<file path="config.mk">
export PLATFORM = sky130hd
export DESIGN_NAME = lcd_scanout
export DESIGN_NICKNAME = d
export VERILOG_FILES = /design/src/rtl/lcd_scanout.sv
export SDC_FILE = /design/constraint.sdc
export NUM_CORES = 1
export LEC_CHECK = 0
export ABC_AREA = 1
export BUFFER_PORTS_ARGS = -buffer_cell sky130_fd_sc_hd__buf_2
export CAP_MARGIN = 20
export CORE_ASPECT_RATIO = 0.5
export CORE_MARGIN = 8
export CORE_UTILIZATION = 30
export DETAILED_ROUTE_END_ITERATION = 12
export PLACE_DENSITY = 0.48
export SLEW_MARGIN = 30
export SYNTH_ARGS = -nofsm -noshare
export SYNTH_HDL_FRONTEND = slang
export SYNTH_SLANG_ARGS = --single-unit
</file>
<file path="constraint.sdc">
create_clock -name clk -period 3.19 [get_ports clk]
set_clock_uncertainty 0.2 [all_clocks]
set_input_delay 0.319 -clock clk [delete_from_list [all_inputs] [get_ports clk]]
set_output_delay 0.319 -clock clk [all_outputs]
set_load 0.05 [all_outputs]
</file>
<file path="src/rtl/lcd_scanout.sv">
// Purpose: scans a finished framebuffer out as a pixel stream with sof/eol/eof markers.
// Latency: render_complete at edge N -> first read in cycle N+1 -> first beat valid in cycle N+2.
// Backpressure: out_ready low holds the beat; a 2-entry FIFO plus read credit stops reads when full.
module lcd_scanout #(
    parameter int WIDTH  = 160,
    parameter int HEIGHT = 144,
    parameter int PIX_W  = 2,
    parameter int ADDR_W = 15
) (
    input  logic              clk,
    input  logic              reset,
    input  logic              render_complete,
    output logic              pix_rd_en,
    output logic [ADDR_W-1:0] pix_addr,
    input  logic [PIX_W-1:0]  pix_data,
    output logic              out_valid,
    input  logic              out_ready,
    output logic [PIX_W-1:0]  out_pixel,
    output logic              out_sof,
    output logic              out_eol,
    output logic              out_eof,
    output logic              busy,
    output logic              frame_done,
    output logic [7:0]        dropped
);

    localparam int XW = (WIDTH  > 1) ? $clog2(WIDTH)  : 1;
    localparam int YW = (HEIGHT > 1) ? $clog2(HEIGHT) : 1;
    localparam logic [ADDR_W-1:0] LAST_ADDR = ADDR_W'(WIDTH * HEIGHT - 1);
    localparam logic [XW-1:0]     X_LAST    = XW'(WIDTH - 1);
    localparam logic [YW-1:0]     Y_LAST    = YW'(HEIGHT - 1);

    typedef enum logic [1:0] {
        IDLE  = 2'd0,
        FETCH = 2'd1,
        DRAIN = 2'd2
    } state_t;

    typedef struct packed {
        logic [PIX_W-1:0] pix;
        logic             sof;
        logic             eol;
        logic             eof;
    } beat_t;

    state_t state;
    state_t state_nxt;

    logic [ADDR_W-1:0] addr;
    logic [XW-1:0]     x_cnt;
    logic [YW-1:0]     y_cnt;

    // one read may be in flight; its markers travel alongside until the data returns
    logic rd_pend;
    logic pend_sof;
    logic pend_eol;
    logic pend_eof;

    // two-entry FIFO, entry 0 is the head
    beat_t      fifo_q0;
    beat_t      fifo_q1;
    logic [1:0] fifo_cnt;

    beat_t      in_beat;
    beat_t      head;
    logic       pop;
    logic       last_xfer;
    logic [2:0] occ_after;
    logic       room;
    logic       start;

    // markers for the address being read right now
    logic rd_sof;
    logic rd_eol;
    logic rd_eof;

    // Datapath view: returning read data bypasses an empty FIFO so the first beat is not delayed.
    always_comb begin
        in_beat     = '0;
        in_beat.pix = pix_data;
        in_beat.sof = pend_sof;
        in_beat.eol = pend_eol;
        in_beat.eof = pend_eof;
        head        = (fifo_cnt != 2'd0) ? fifo_q0 : in_beat;
        out_valid   = (fifo_cnt != 2'd0) || rd_pend;
        pop         = out_valid && out_ready;
        last_xfer   = pop && head.eof;
        // storage still committed after this cycle's pop; a new read needs a free slot
        occ_after   = {1'b0, fifo_cnt} + {2'b00, rd_pend} - {2'b00, pop};
        room        = (occ_after < 3'd2);
        start       = (state == IDLE) && render_complete;
        rd_sof      = (x_cnt == '0) && (y_cnt == '0);
        rd_eol      = (x_cnt == X_LAST);
        rd_eof      = (x_cnt == X_LAST) && (y_cnt == Y_LAST);
        out_pixel   = out_valid ? head.pix : '0;
        out_sof     = out_valid && head.sof;
        out_eol     = out_valid && head.eol;
        out_eof     = out_valid && head.eof;
        pix_addr    = addr;
    end

    // State register.
    always_ff @(posedge clk or posedge reset) begin
        if (reset) begin
            state <= IDLE;
        end else begin
            state <= state_nxt;
        end
    end

    // Next-state logic plus the read strobe and busy flag.
    always_comb begin
        state_nxt = state;
        pix_rd_en = 1'b0;
        busy      = 1'b0;
        case (state)
            IDLE: begin
                if (render_complete) begin
                    state_nxt = FETCH;
                end
            end
            FETCH: begin
                busy      = 1'b1;
                pix_rd_en = room;
                if (room && (addr == LAST_ADDR)) begin
                    state_nxt = DRAIN;
                end
            end
            DRAIN: begin
                busy = 1'b1;
                if (last_xfer) begin
                    state_nxt = IDLE;
                end
            end
            default: begin
                state_nxt = IDLE;
            end
        endcase
    end

    // Incremental raster walk: address and x/y advance together on each issued read.
    always_ff @(posedge clk or posedge reset) begin
        if (reset) begin
            addr  <= '0;
            x_cnt <= '0;
            y_cnt <= '0;
        end else if (start) begin
            addr  <= '0;
            x_cnt <= '0;
            y_cnt <= '0;
        end else if (pix_rd_en) begin
            // the final address is held so the read port never points past the frame
            if (addr != LAST_ADDR) begin
                addr <= addr + ADDR_W'(1);
            end
            if (x_cnt == X_LAST) begin
                x_cnt <= '0;
                if (y_cnt != Y_LAST) begin
                    y_cnt <= y_cnt + YW'(1);
                end
            end else begin
                x_cnt <= x_cnt + XW'(1);
            end
        end
    end

    // Track the outstanding read and the markers that belong to it.
    always_ff @(posedge clk or posedge reset) begin
        if (reset) begin
            rd_pend  <= 1'b0;
            pend_sof <= 1'b0;
            pend_eol <= 1'b0;
            pend_eof <= 1'b0;
        end else begin
            rd_pend <= pix_rd_en;
            if (pix_rd_en) begin
                pend_sof <= rd_sof;
                pend_eol <= rd_eol;
                pend_eof <= rd_eof;
            end
        end
    end

    // FIFO update: returning data is written unless it was consumed directly through the bypass.
    always_ff @(posedge clk or posedge reset) begin
        if (reset) begin
            fifo_q0  <= '0;
            fifo_q1  <= '0;
            fifo_cnt <= 2'd0;
        end else begin
            fifo_cnt <= fifo_cnt + {1'b0, rd_pend} - {1'b0, pop};
            case (fifo_cnt)
                2'd0: begin
                    if (rd_pend && !pop) begin
                        fifo_q0 <= in_beat;
                    end
                end
                2'd1: begin
                    if (rd_pend && pop) begin
                        fifo_q0 <= in_beat;
                    end else if (rd_pend) begin
                        fifo_q1 <= in_beat;
                    end
                end
                default: begin
                    // full FIFO implies no read in flight, so only a pop can happen
                    if (pop) begin
                        fifo_q0 <= fifo_q1;
                    end
                end
            endcase
        end
    end

    // Frame completion pulse and saturating count of ignored render requests.
    always_ff @(posedge clk or posedge reset) begin
        if (reset) begin
            frame_done <= 1'b0;
            dropped    <= 8'd0;
        end else begin
            frame_done <= last_xfer;
            if (render_complete && (state != IDLE) && (dropped != 8'hFF)) begin
                dropped <= dropped + 8'd1;
            end
        end
    end

endmodule

</file>
==> flow_metrics.env <==
export IMPL_critPathArrivalTime_ns=2.48
export IMPL_io_pin_count=38
export IMPL_antenna_cells=0
export IMPL_drv_slew=0
export IMPL_synth_nets=453
export IMPL_grt_pass1_vias=2872
export IMPL_dieWidth_um=166
export IMPL_ys_warn_count=0
export IMPL_grt_total_usage_pct=11.4
export IMPL_crit_type="flop to output pin"
export IMPL_wl_mm=8.21
export IMPL_cts_sinks=58
export IMPL_core_area_sq_um=11000
export IMPL_ys_seq_area_share_pct=43.0
export IMPL_finalWorstSetupSlack_ns=0.190
export IMPL_n_fill_cell=1142
export IMPL_grt_overflow_total=0
export IMPL_ys_types=35
export IMPL_synth_top_area_cell="dfrtp_1"
export IMPL_setup_violations=0
export IMPL_combPwrFrac_pct=45.4
export IMPL_synth_most_common_cell="nand2_1"
export IMPL_synth_top_area_share_pct=43.0
export IMPL_avgSynthCellArea_sq_um=7.76
export IMPL_synth_common_cells="nand2_1, dfrtp_1, inv_1, nor2_1, nand3_1"
export IMPL_syn_to_final_growth_pct=21.3
export IMPL_power_per_cell_area_nw_per_um2=932
export IMPL_place_ws_ns=0.226
export IMPL_period_minus_slack_ns=3.00
export IMPL_viasPerCell=4.66
export IMPL_routed_via_count=2954
export IMPL_synth_edf_count=0
export IMPL_synth_cell_area_sq_um=3380
export IMPL_multi_input_area_sq_um=1680
export IMPL_grt_max_degree=48
export IMPL_portBuffers=37
export IMPL_path_max_fanout=3
export IMPL_grt_setup_unrepaired="false"
export IMPL_cap_violations=0
export IMPL_gp_congestion=0.804
export IMPL_start_util_pct=30.8
export IMPL_die_area_sq_um=15100
export IMPL_yosys_top_cells_area="dfrtp_1, nand2_1, nand3_1, inv_1, nor2_1"
export IMPL_switching_share_pct=45.6
export IMPL_final_nets=503
export IMPL_antenna_found_initial=0
export IMPL_cts_max_path_buffers=2
export IMPL_placed_cell_area_sq_um=3770
export IMPL_cts_clk_slew_worst_paths_ns=0.05
export IMPL_ant_nets=0
export IMPL_async_flop_share_pct=100
export IMPL_finalInstanceArea_sq_um=4100
export IMPL_hold_violations=0
export IMPL_die_h_um=91.0
export IMPL_ys_ff_latch=58
export IMPL_vdd_drop_max_mv=0.310
export IMPL_fp_row_count=27
export IMPL_min_path_cells=3
export IMPL_wire_per_inst_um=12.9
export IMPL_grt_pass1_wl_mm=14.3
export IMPL_synth_cells=435
export IMPL_synthFlopType="dfrtp_1"
export IMPL_clock_latency_ns=0.33
export IMPL_drive_gt1_share_pct=19.8
export IMPL_layout_worst_path_cycle_share_pct=94.1
export IMPL_r2r_slack_ns=0.29
export IMPL_numCtsBuffers=9
export IMPL_cts_max_level=3
export IMPL_hold_ws_ns=0.0930
export IMPL_p_seq_share_pct=28.8
export IMPL_drt_iter0_markers=150
export IMPL_power_share_clock_pct=25.8
export IMPL_slew_headroom_pct=60.2
export IMPL_internal_power_mw=2.08
export IMPL_endpoint_kind="output pin"
export IMPL_switchingPower_mw=1.74
export IMPL_start_kind="flop"
export IMPL_status="complete, no violations"
export IMPL_hold_class="input pin to flop"
export IMPL_worst_r2r_path_depth=18
export IMPL_placed_cells=617
export IMPL_worst_ep_required_time_ns=2.67
export IMPL_drc=0
export IMPL_hpwl_mm=5.94
export IMPL_first_pass_iters=4
export IMPL_tightest_slew_ns=0.597
export IMPL_seq_area_sq_um=1450
export IMPL_cts_tree="done"
export IMPL_fmax_mhz=333
export IMPL_leakagePower_nw=2.03
export IMPL_final_cells=634
export IMPL_root_buffer="clkbuf_16"
## layout by cell type, fill, tap and decap left out, drive strengths merged
master / count
nand2: 126
dfrtp: 58
inv: 53
buf: 46
nor2: 45
nand3: 41
o21ai: 37
clkbuf: 13
nand4: 12
ha: 11
a21oi: 10
xor2: 9
xnor2: 5
o31ai: 4
or2: 3
nand3b: 3
nor3: 3
o21bai: 2
o211ai: 1
o22ai: 1
nor4: 1
a22oi: 1
fa: 1
bufinv: 1
clkinv: 1
dlygate4sd3: 1
## cell families after synthesis
group | synth area share, %
AOI/OAI and AO/OA | 10.2
xor gates and xnor gates | 3.63
adders and majority gates | 4.67
buffers and inverters | 8.04
DFF | 43.0
and+or+nand+nor | 30.5
## sequential cells by signal, summed over array words and instances, names as in the netlist
name	count
x_cnt	8
pix_addr	15
fifo_q0	5
fifo_q1	5
pend_sof	1
state	2
y_cnt	8
rd_pend	1
fifo_cnt	2
pend_eof	1
dropped	8
frame_done	1
pend_eol	1
## timing repair
action / in CTS / in global routing
endpoints found under the setup margin: 1 / 13
buffers inserted: 0 / 1
gates cloned: 0 / 0
hold endpoints to repair: 45 / 0
hold buffers: 1 / 0
pin swaps: 0 / 2
resized for setup: 2 / 1
## worst max-delay path: stages (launching register included)
cell     delay [ns]
dfrtp_1        0.39
inv_1          0.10
nand2_2        0.08
nor2_4         0.08
nor2_1         0.04
ha_1           0.27
inv_1          0.04
ha_2           0.16
fa_1           0.45
inv_1          0.08
nand2_2        0.07
nor3_4         0.19
buf_6          0.20
## routing by layer
metal | GRT usage, % | wire length, um
met1 | 15.0 | 4200
met2 | 17.2 | 3530
met3 | 3.89 | 380
met4 | 4.13 | 93
met5 | 0 | 0
## path summary, 6_finish.rpt
| kind | start | end |
|---|---|---|
| worst max-delay path | fifo_cnt[0]$_DFF_PP0_ | pix_rd_en |
| worst min-delay path | render_complete | state[0]$_DFFE_PP0P_ |
| worst max register to register | fifo_cnt[0]$_DFF_PP0_ | y_cnt[5]$_DFFE_PP0P_ |
| worst min register to register | fifo_q1[4]$_DFFE_PP0P_ | fifo_q1[4]$_DFFE_PP0P_ |
| max in group asynchronous | reset | pix_addr[0]$_DFFE_PP0P_ |
| min in group asynchronous | reset | dropped[0]$_DFFE_PP0P_ |
## power by group through the flow
stage	Clock (mW)	Combinational [mW]	Sequential, mW
6_report	0.986	1.73	1.10
2_1_floorplan	0	1.17	1.30
3_3_place_gp	0	1.73	1.11
4_1_cts	1.02	1.75	1.10
5_1_grt	1.05	1.94	1.13
3_5_place_dp	0	1.74	1.11
## through the flow
step	utilization (%)	total power, mW	setup TNS [ns]
6_report	37.3	3.82	0
5_1_grt	37.3	4.12	0
4_1_cts	37.2	3.87	0
3_5_place_dp	34.3	2.85	0
3_3_place_gp	34.3	2.84	0
2_1_floorplan	-	2.47	-2.44
## area by class of cell
cell class	count	area share (%)
clock inverter	2	0.855
inverter	53	5.04
clock buffer	13	6.60
timing repair buffer	47	6.56
multi-input combinational	316	41.1
sequential	58	35.4
tap	145	4.43
(Power assumes the default switching activity.)
